===== src/rtl/dmem_pkg.sv =====
// Shared types and constants for the data-memory controller.
// Used by the controller top and its lane-alignment helper.
package dmem_pkg;
   localparam int DMEM_DEPTH_WORDS = 32;

   typedef enum logic [1:0] {
      SIZE_B = 2'b00,
      SIZE_H = 2'b01,
      SIZE_W = 2'b10
   } mem_size_e;

   typedef enum logic {
      IDLE   = 1'b0,
      RMW_WR = 1'b1
   } dmem_state_e;
endpackage


===== src/rtl/dmem_lane_align.sv =====
// Combinational lane logic: load extract/extend and sub-word store merge.
// Size 11 is treated like a word here; the controller never lets it reach memory.
module dmem_lane_align
   import dmem_pkg::*;
(
   input  logic [31:0] word_in,
   input  logic [1:0]  addr_lo,
   input  logic [1:0]  size,
   input  logic        is_unsigned,
   input  logic [31:0] wdata,
   output logic [31:0] load_out,
   output logic [31:0] merged_word
);
   logic [7:0]  byte_sel;
   logic [15:0] half_sel;
   logic [3:0]  lane_en;

   always_comb begin
      case (addr_lo)
         2'd0:    byte_sel = word_in[7:0];
         2'd1:    byte_sel = word_in[15:8];
         2'd2:    byte_sel = word_in[23:16];
         default: byte_sel = word_in[31:24];
      endcase
      half_sel = addr_lo[1] ? word_in[31:16] : word_in[15:0];

      load_out = word_in;
      if (size == SIZE_B) begin
         load_out = {{24{byte_sel[7] & ~is_unsigned}}, byte_sel};
      end else if (size == SIZE_H) begin
         load_out = {{16{half_sel[15] & ~is_unsigned}}, half_sel};
      end

      case (size)
         SIZE_B:  lane_en = 4'b0001 << addr_lo;
         SIZE_H:  lane_en = addr_lo[1] ? 4'b1100 : 4'b0011;
         default: lane_en = 4'b1111;
      endcase
   end

   // Byte stores replicate wdata[7:0]; halfword stores replicate wdata[15:0].
   genvar gi;
   generate
      for (gi = 0; gi < 4; gi++) begin : g_lane
         logic [7:0] src_byte;
         assign src_byte = (size == SIZE_B) ? wdata[7:0] :
                           (size == SIZE_H) ? wdata[8*(gi%2) +: 8] :
                                              wdata[8*gi +: 8];
         assign merged_word[8*gi +: 8] = lane_en[gi] ? src_byte : word_in[8*gi +: 8];
      end
   endgenerate
endmodule


===== src/rtl/dmem_ctrl.sv =====
// Data-memory controller: arbitrates core and external ports onto one word
// memory, performs sub-word stores as read-modify-write and aligns loads.
module dmem_ctrl
   import dmem_pkg::*;
#(
   parameter int DEPTH_WORDS = DMEM_DEPTH_WORDS
) (
   input  logic        clk,
   input  logic        reset,
   input  logic        core_req_i,
   input  logic        core_we_i,
   input  logic [31:0] core_addr_i,
   input  logic [1:0]  core_size_i,
   input  logic        core_unsigned_i,
   input  logic [31:0] core_wdata_i,
   output logic        core_stall_o,
   output logic [31:0] core_rdata_o,
   output logic        core_err_o,
   input  logic        ext_req_i,
   input  logic        ext_we_i,
   input  logic [31:0] ext_addr_i,
   input  logic [31:0] ext_wdata_i,
   output logic        ext_gnt_o,
   output logic [31:0] ext_rdata_o,
   output logic [31:0] mem_addr_o,
   output logic        mem_wr_en_o,
   output logic [31:0] mem_wdata_o,
   input  logic [31:0] mem_rdata_i
);
   localparam logic [31:0] ADDR_LIMIT = 32'(DEPTH_WORDS * 4);

   dmem_state_e state_q, state_next;
   logic [31:0] rmw_word_q, rmw_addr_q;
   logic        last_gnt_q;

   logic        core_err, core_ok, core_sub_store, grant_core, grant_ext;
   logic [31:0] align_word, load_data, merged_data;
   logic        unused_ext_lo;

   assign unused_ext_lo = ^ext_addr_i[1:0];
   assign align_word    = (state_q == RMW_WR) ? rmw_word_q : mem_rdata_i;

   dmem_lane_align u_align (
      .word_in     (align_word),
      .addr_lo     (core_addr_i[1:0]),
      .size        (core_size_i),
      .is_unsigned (core_unsigned_i),
      .wdata       (core_wdata_i),
      .load_out    (load_data),
      .merged_word (merged_data)
   );

   always_comb begin
      core_err = core_req_i & ((core_size_i == 2'b11) |
                               ((core_size_i == SIZE_H) & core_addr_i[0]) |
                               ((core_size_i == SIZE_W) & (|core_addr_i[1:0])) |
                               (core_addr_i >= ADDR_LIMIT));
      core_ok        = core_req_i & ~core_err;
      core_sub_store = core_we_i & (core_size_i != SIZE_W);
      // Round-robin on contention: the side that was not granted last wins.
      grant_core = ~reset & (state_q == IDLE) & core_ok & (~ext_req_i | last_gnt_q);
      grant_ext  = ~reset & (state_q == IDLE) & ext_req_i & (~core_ok | ~last_gnt_q);

      state_next   = state_q;
      core_stall_o = 1'b0;
      core_rdata_o = '0;
      core_err_o   = core_err;
      ext_gnt_o    = 1'b0;
      ext_rdata_o  = '0;
      mem_addr_o   = {core_addr_i[31:2], 2'b00};
      mem_wr_en_o  = 1'b0;
      mem_wdata_o  = core_wdata_i;

      case (state_q)
         IDLE: begin
            if (grant_ext) begin
               mem_addr_o  = {ext_addr_i[31:2], 2'b00};
               mem_wr_en_o = ext_we_i;
               mem_wdata_o = ext_wdata_i;
               ext_gnt_o   = 1'b1;
               ext_rdata_o = mem_rdata_i;
               core_stall_o = core_ok;
            end else if (grant_core) begin
               if (core_sub_store) begin
                  core_stall_o = 1'b1;
                  state_next   = RMW_WR;
               end else if (core_we_i) begin
                  mem_wr_en_o = 1'b1;
               end else begin
                  core_rdata_o = load_data;
               end
            end
         end
         RMW_WR: begin
            mem_addr_o  = rmw_addr_q;
            mem_wr_en_o = 1'b1;
            mem_wdata_o = merged_data;
            state_next  = IDLE;
         end
         default: state_next = IDLE;
      endcase

      if (reset) begin
         state_next   = IDLE;
         core_stall_o = 1'b0;
         core_rdata_o = '0;
         core_err_o   = 1'b0;
         ext_gnt_o    = 1'b0;
         ext_rdata_o  = '0;
         mem_wr_en_o  = 1'b0;
      end
   end

   always_ff @(posedge clk) begin
      if (reset) begin
         state_q    <= IDLE;
         rmw_word_q <= '0;
         rmw_addr_q <= '0;
         last_gnt_q <= 1'b1;
      end else begin
         state_q <= state_next;
         if (grant_core && core_we_i && core_sub_store) begin
            rmw_word_q <= mem_rdata_i;
            rmw_addr_q <= {core_addr_i[31:2], 2'b00};
         end
         if (grant_core) begin
            last_gnt_q <= 1'b0;
         end else if (grant_ext) begin
            last_gnt_q <= 1'b1;
         end
      end
   end
endmodule

===== config.mk =====
export PLATFORM = sky130hd
export DESIGN_NAME = dmem_ctrl
export DESIGN_NICKNAME = d
export VERILOG_FILES = /design/src/rtl/dmem_pkg.sv /design/src/rtl/dmem_lane_align.sv /design/src/rtl/dmem_ctrl.sv
export SDC_FILE = /design/constraint.sdc
export NUM_CORES = 1
export LEC_CHECK = 0
export CAP_MARGIN = 5
export CORE_MARGIN = 2
export CORE_UTILIZATION = 45
export CTS_CLUSTER_SIZE = 24
export DETAILED_ROUTE_END_ITERATION = 6
export DONT_BUFFER_PORTS = 1
export GPL_ROUTABILITY_DRIVEN = 0
export GPL_TIMING_DRIVEN = 0
export SYNTH_ARGS = -nofsm -noshare
export SYNTH_HDL_FRONTEND = slang
export SYNTH_SLANG_ARGS = --single-unit

===== constraint.sdc =====
create_clock -name clk -period 6.3 [get_ports clk]
set_clock_uncertainty 0.15 [all_clocks]
set_input_delay 0.63 -clock clk [delete_from_list [all_inputs] [get_ports clk]]
set_output_delay 0.63 -clock clk [all_outputs]
set_load 0.05 [all_outputs]

==> metrics.md <==
| Metric | Value |
|---|---|
| Outcome | finished clean |
| Clock H-tree levels | 3 |
| Via density per instance | 6.74 |
| Clock Sinks | 64 |
| Met1 demand-to-capacity share in global routing | 0.400 |
| Number of placement rows | 41 |
| Share of layout cells above drive strength 1 | 0.190 |
| Cell at the root of the clock tree | clkbuf_16 |
| Count of hold-fix buffers inserted at cts | 0 |
| Final worst path period need | 4.86 ns |
| Die Area | 13600 sq um |
| Cell area power density | 214 nW/um^2 |
| Max Clock Freq | 206 MHz |
| X dimension of the die | 117 um |
| Total leakage power | 0.00228 uW |
| Max Buffers Root-to-Sink | 2 |
| Total number of yosys warnings | 0 |
| Number of buffers inserted during clock tree synthesis | 9 |
| GRT Resource Usage Total | 0.315 |
| Sum of overflow across all layers after global routing | 0 |
| Starting Density | 0.457 |
| Worst supply voltage drop on vdd | 0.141 mV |
| Number of top-level design ports | 301 |
| Vias after detailed routing | 5809 |
| Initial antenna violation count | 0 |
| Unique cell type count in the Yosys netlist | 48 |
| Number of inserted diodes | 0 |
| Max-cap violation count | 0 |
| Synth Cell Area | 5720 sq um |
| Maximum fanout along the worst path | 10 |
| First-pass GRT wire length | 31900 um |
| Post-cts gate resize count | 0 |
| Fill cell instance count of the final layout | 1228 |
| HP Start | mem_rdata_i[26] |
| Syn_area_per_cell | 8.57 sq um |
| Sequential share of the synthesized area | 0.224 |
| Wirelength per Cell | 26.4 um |
| Count of TritonRoute iterations in the first routing pass | 5 |
| Gate Count Post-Synth | 668 |
| Capturing point of the worst reg2reg path | rmw_word_q[14]$_SDFFE_PP0P_ |
| Post-detailed-placement half-perimeter wirelength | 18100 um |
| Fin util | 0.516 |
| Classification of the worst setup path | in2out |
| TNS Setup | 0 ns |
| Post-synth EDFFs | 0 |
| Total of flip-flops plus latches after synthesis | 64 |
| Wire length after detailed routing | 22700 um |
| Remaining number of nets flagged by the antenna check after routing | 0 |
| Most used routing layer in global routing | met2 |
| # port buffers | 0 |
| Clock tree from TritonCTS | built |
| M3 GR Usage | 0.0973 |
| Reg2Reg Setup Slack | 3.37 ns |
| Normalized max-slew margin | 0.232 |
| Setup repair after global routing missed its margin | no |
| Final worst path period share | 0.771 |
| Starting DRC count in detailed routing | 618 |
| Final setup violation count | 0 |
| Reg-to-Reg Start | state_q$_SDFF_PP0_ |
| Setup crit end kind | output pin |
| Floorplan Core Area | 12500 sq um |
| Category of the worst setup path launch point | input port |
| Count of endpoints failing hold in the final timing report | 0 |
| Maximum number of pins on one net before global-route repair | 13 |
| Most instantiated flip-flop cell in the synthesis netlist | dfxtp_1 |
| Required arrival time at the worst endpoint | 5.52 ns |
| P&R area growth vs syn | 12.8% |
| Final Max Slew Viols | 0 |
| Routing usage on met2 | 0.517 |
| Share of flip-flops with an asynchronous set or reset | 0 |
| Count of nets after finishing | 854 |
| Vias in the first global route | 5606 |
| Worst-margin pin slew | 1.15 ns |
| Worst Reg-to-Reg Cells | 8 |
| Source-to-sink clock delay at the later pin of the worst-skew pair | 0.34 ns |
| Path class of the lowest-slack min-delay path | in2reg |
| Hold Path Sink | rmw_word_q[26]$_SDFFE_PP0P_ |
| Setup Buffers After CTS | 0 |
| Height of the die | 117 um |
| DRC | 0 |
| Arrival time at the worst endpoint | 4.08 ns |
| Clk pin slew, worst setup/hold paths | 0.06 ns |
| Worst hold path depth | 2 |
## critical path, cell delays in order
cell,delay [ns]
or4_1,0.57
or3_1,0.38
nor4_1,0.73
buf_2,0.44
buf_2,0.38
a2bb2oi_1,0.94
## through the flow
step           hold slack [ns]  instance area, sq um  power (uW)  std cells  worst slack [ns]
2_1_floorplan            0.271                  5730         734        669              1.70
3_3_place_gp             0.284                  5940         780        841              1.21
3_5_place_dp             0.285                  6100         788        846              1.51
4_1_cts                  0.288                  6450        1380        862              1.48
5_1_grt                  0.291                  6450        1420        862              1.39
6_report                 0.293                  6450        1380        862              1.44
## synthesized netlist by cell type, drive strengths merged, types with 2 or more instances
cell type  instances  area share
a2111oi            5       0.017
a211oi            18       0.024
a21o               3      0.0039
a21oi             13       0.011
a221o             60        0.10
a221oi             4      0.0061
a222oi             8       0.014
a22o               3      0.0046
a22oi             29       0.038
a31oi              2      0.0033
and2              86       0.094
buf               23       0.022
clkbuf            46       0.030
dfxtp             64        0.22
inv               10      0.0066
mux2              54        0.11
mux2i             64        0.11
mux4              10       0.039
nand2             29       0.019
nand2b             4      0.0044
nor2              61       0.040
nor2b              3      0.0033
nor3               8      0.0070
nor4               5      0.0055
o21a               2      0.0026
o21ai             33       0.029
o22ai              5      0.0055
or3                3      0.0033
or4                2      0.0033
## kinds of logic after synthesis
family / synth area share
AO/OA/AOI/OAI: 0.271
multiplexers: 0.258
buffers and inverters: 0.0590
other: 0.000655
AND/OR/NAND/NOR: 0.188
flip-flops: 0.224
## cells in the final DEF (no fill, tap or decap), types with 2 or more instances in the layout
cell type  synthesis  layout
conb_1             1       2
buf_4              5      10
inv_1             10      10
nor4_1             5       5
bufinv_16          0       3
nand2b_1           4       4
mux4_2            10      10
nand2_1           29      29
nor3_1             8       8
a22oi_1           29      29
dfxtp_1           64      64
o22ai_1            5       5
and2_1            86      86
a22o_1             3       3
a222oi_1           8       8
a21oi_1           13      13
a2111oi_4          2       4
a21o_1             3       3
mux2i_1           64      64
buf_1              5       5
o21a_1             2       2
clkbuf_16          0       9
mux2_2            54      54
or3_1              3       3
a221o_1           60      60
buf_2             12      12
a211oi_2           1      18
nor2_1            61      61
nor2b_1            3       3
clkbuf_1          46      46
o21ai_0           32      32
a221oi_1           4       4
## layer usage
| metal | part of all wire | routed length [um] |
|---|---|---|
| met5 | 0 | 0 |
| met4 | 0.022 | 492 |
| met3 | 0.11 | 2600 |
| met2 | 0.47 | 10600 |
| met1 | 0.40 | 9060 |
## where the power goes
part | internal (uW) | total, uW | switching, uW
registers | 405 | 405 | 0.000000493
logic | 100 | 379 | 279
clock network | 399 | 596 | 196
total | 904 | 1380 | 475
## worst max path at each step
| stage | slack (ns) | end | from |
|---|---|---|---|
| 6_report | 1.44 | core_stall_o | core_addr_i[12] |
| 2_1_floorplan | 1.70 | core_rdata_o[30] | core_addr_i[12] |
| 5_1_grt | 1.39 | core_stall_o | core_addr_i[12] |
| 3_3_place_gp | 1.21 | core_rdata_o[17] | core_addr_i[12] |
| 4_1_cts | 1.48 | core_stall_o | core_addr_i[12] |
| 3_5_place_dp | 1.51 | core_stall_o | core_addr_i[12] |
## flip-flops by register name, indices dropped and copies added, names as in the netlist
register    count
last_gnt_q      1
rmw_addr_q     30
rmw_word_q     32
state_q         1
## final cells by class
class / count / area [sq um] / area share
well taps: 172 / 215 / 0.0333
inverters: 10 / 37.5 / 0.00582
repair buffers: 5 / 37.5 / 0.00582
plain buffers: 69 / 300 / 0.0465
clock inverters: 6 / 115 / 0.0178
multi-input cells: 526 / 4230 / 0.655
flip-flops and latches: 64 / 1280 / 0.199
clock buffers: 10 / 239 / 0.0370
Note: power is estimated with default switching activity, not from simulation.
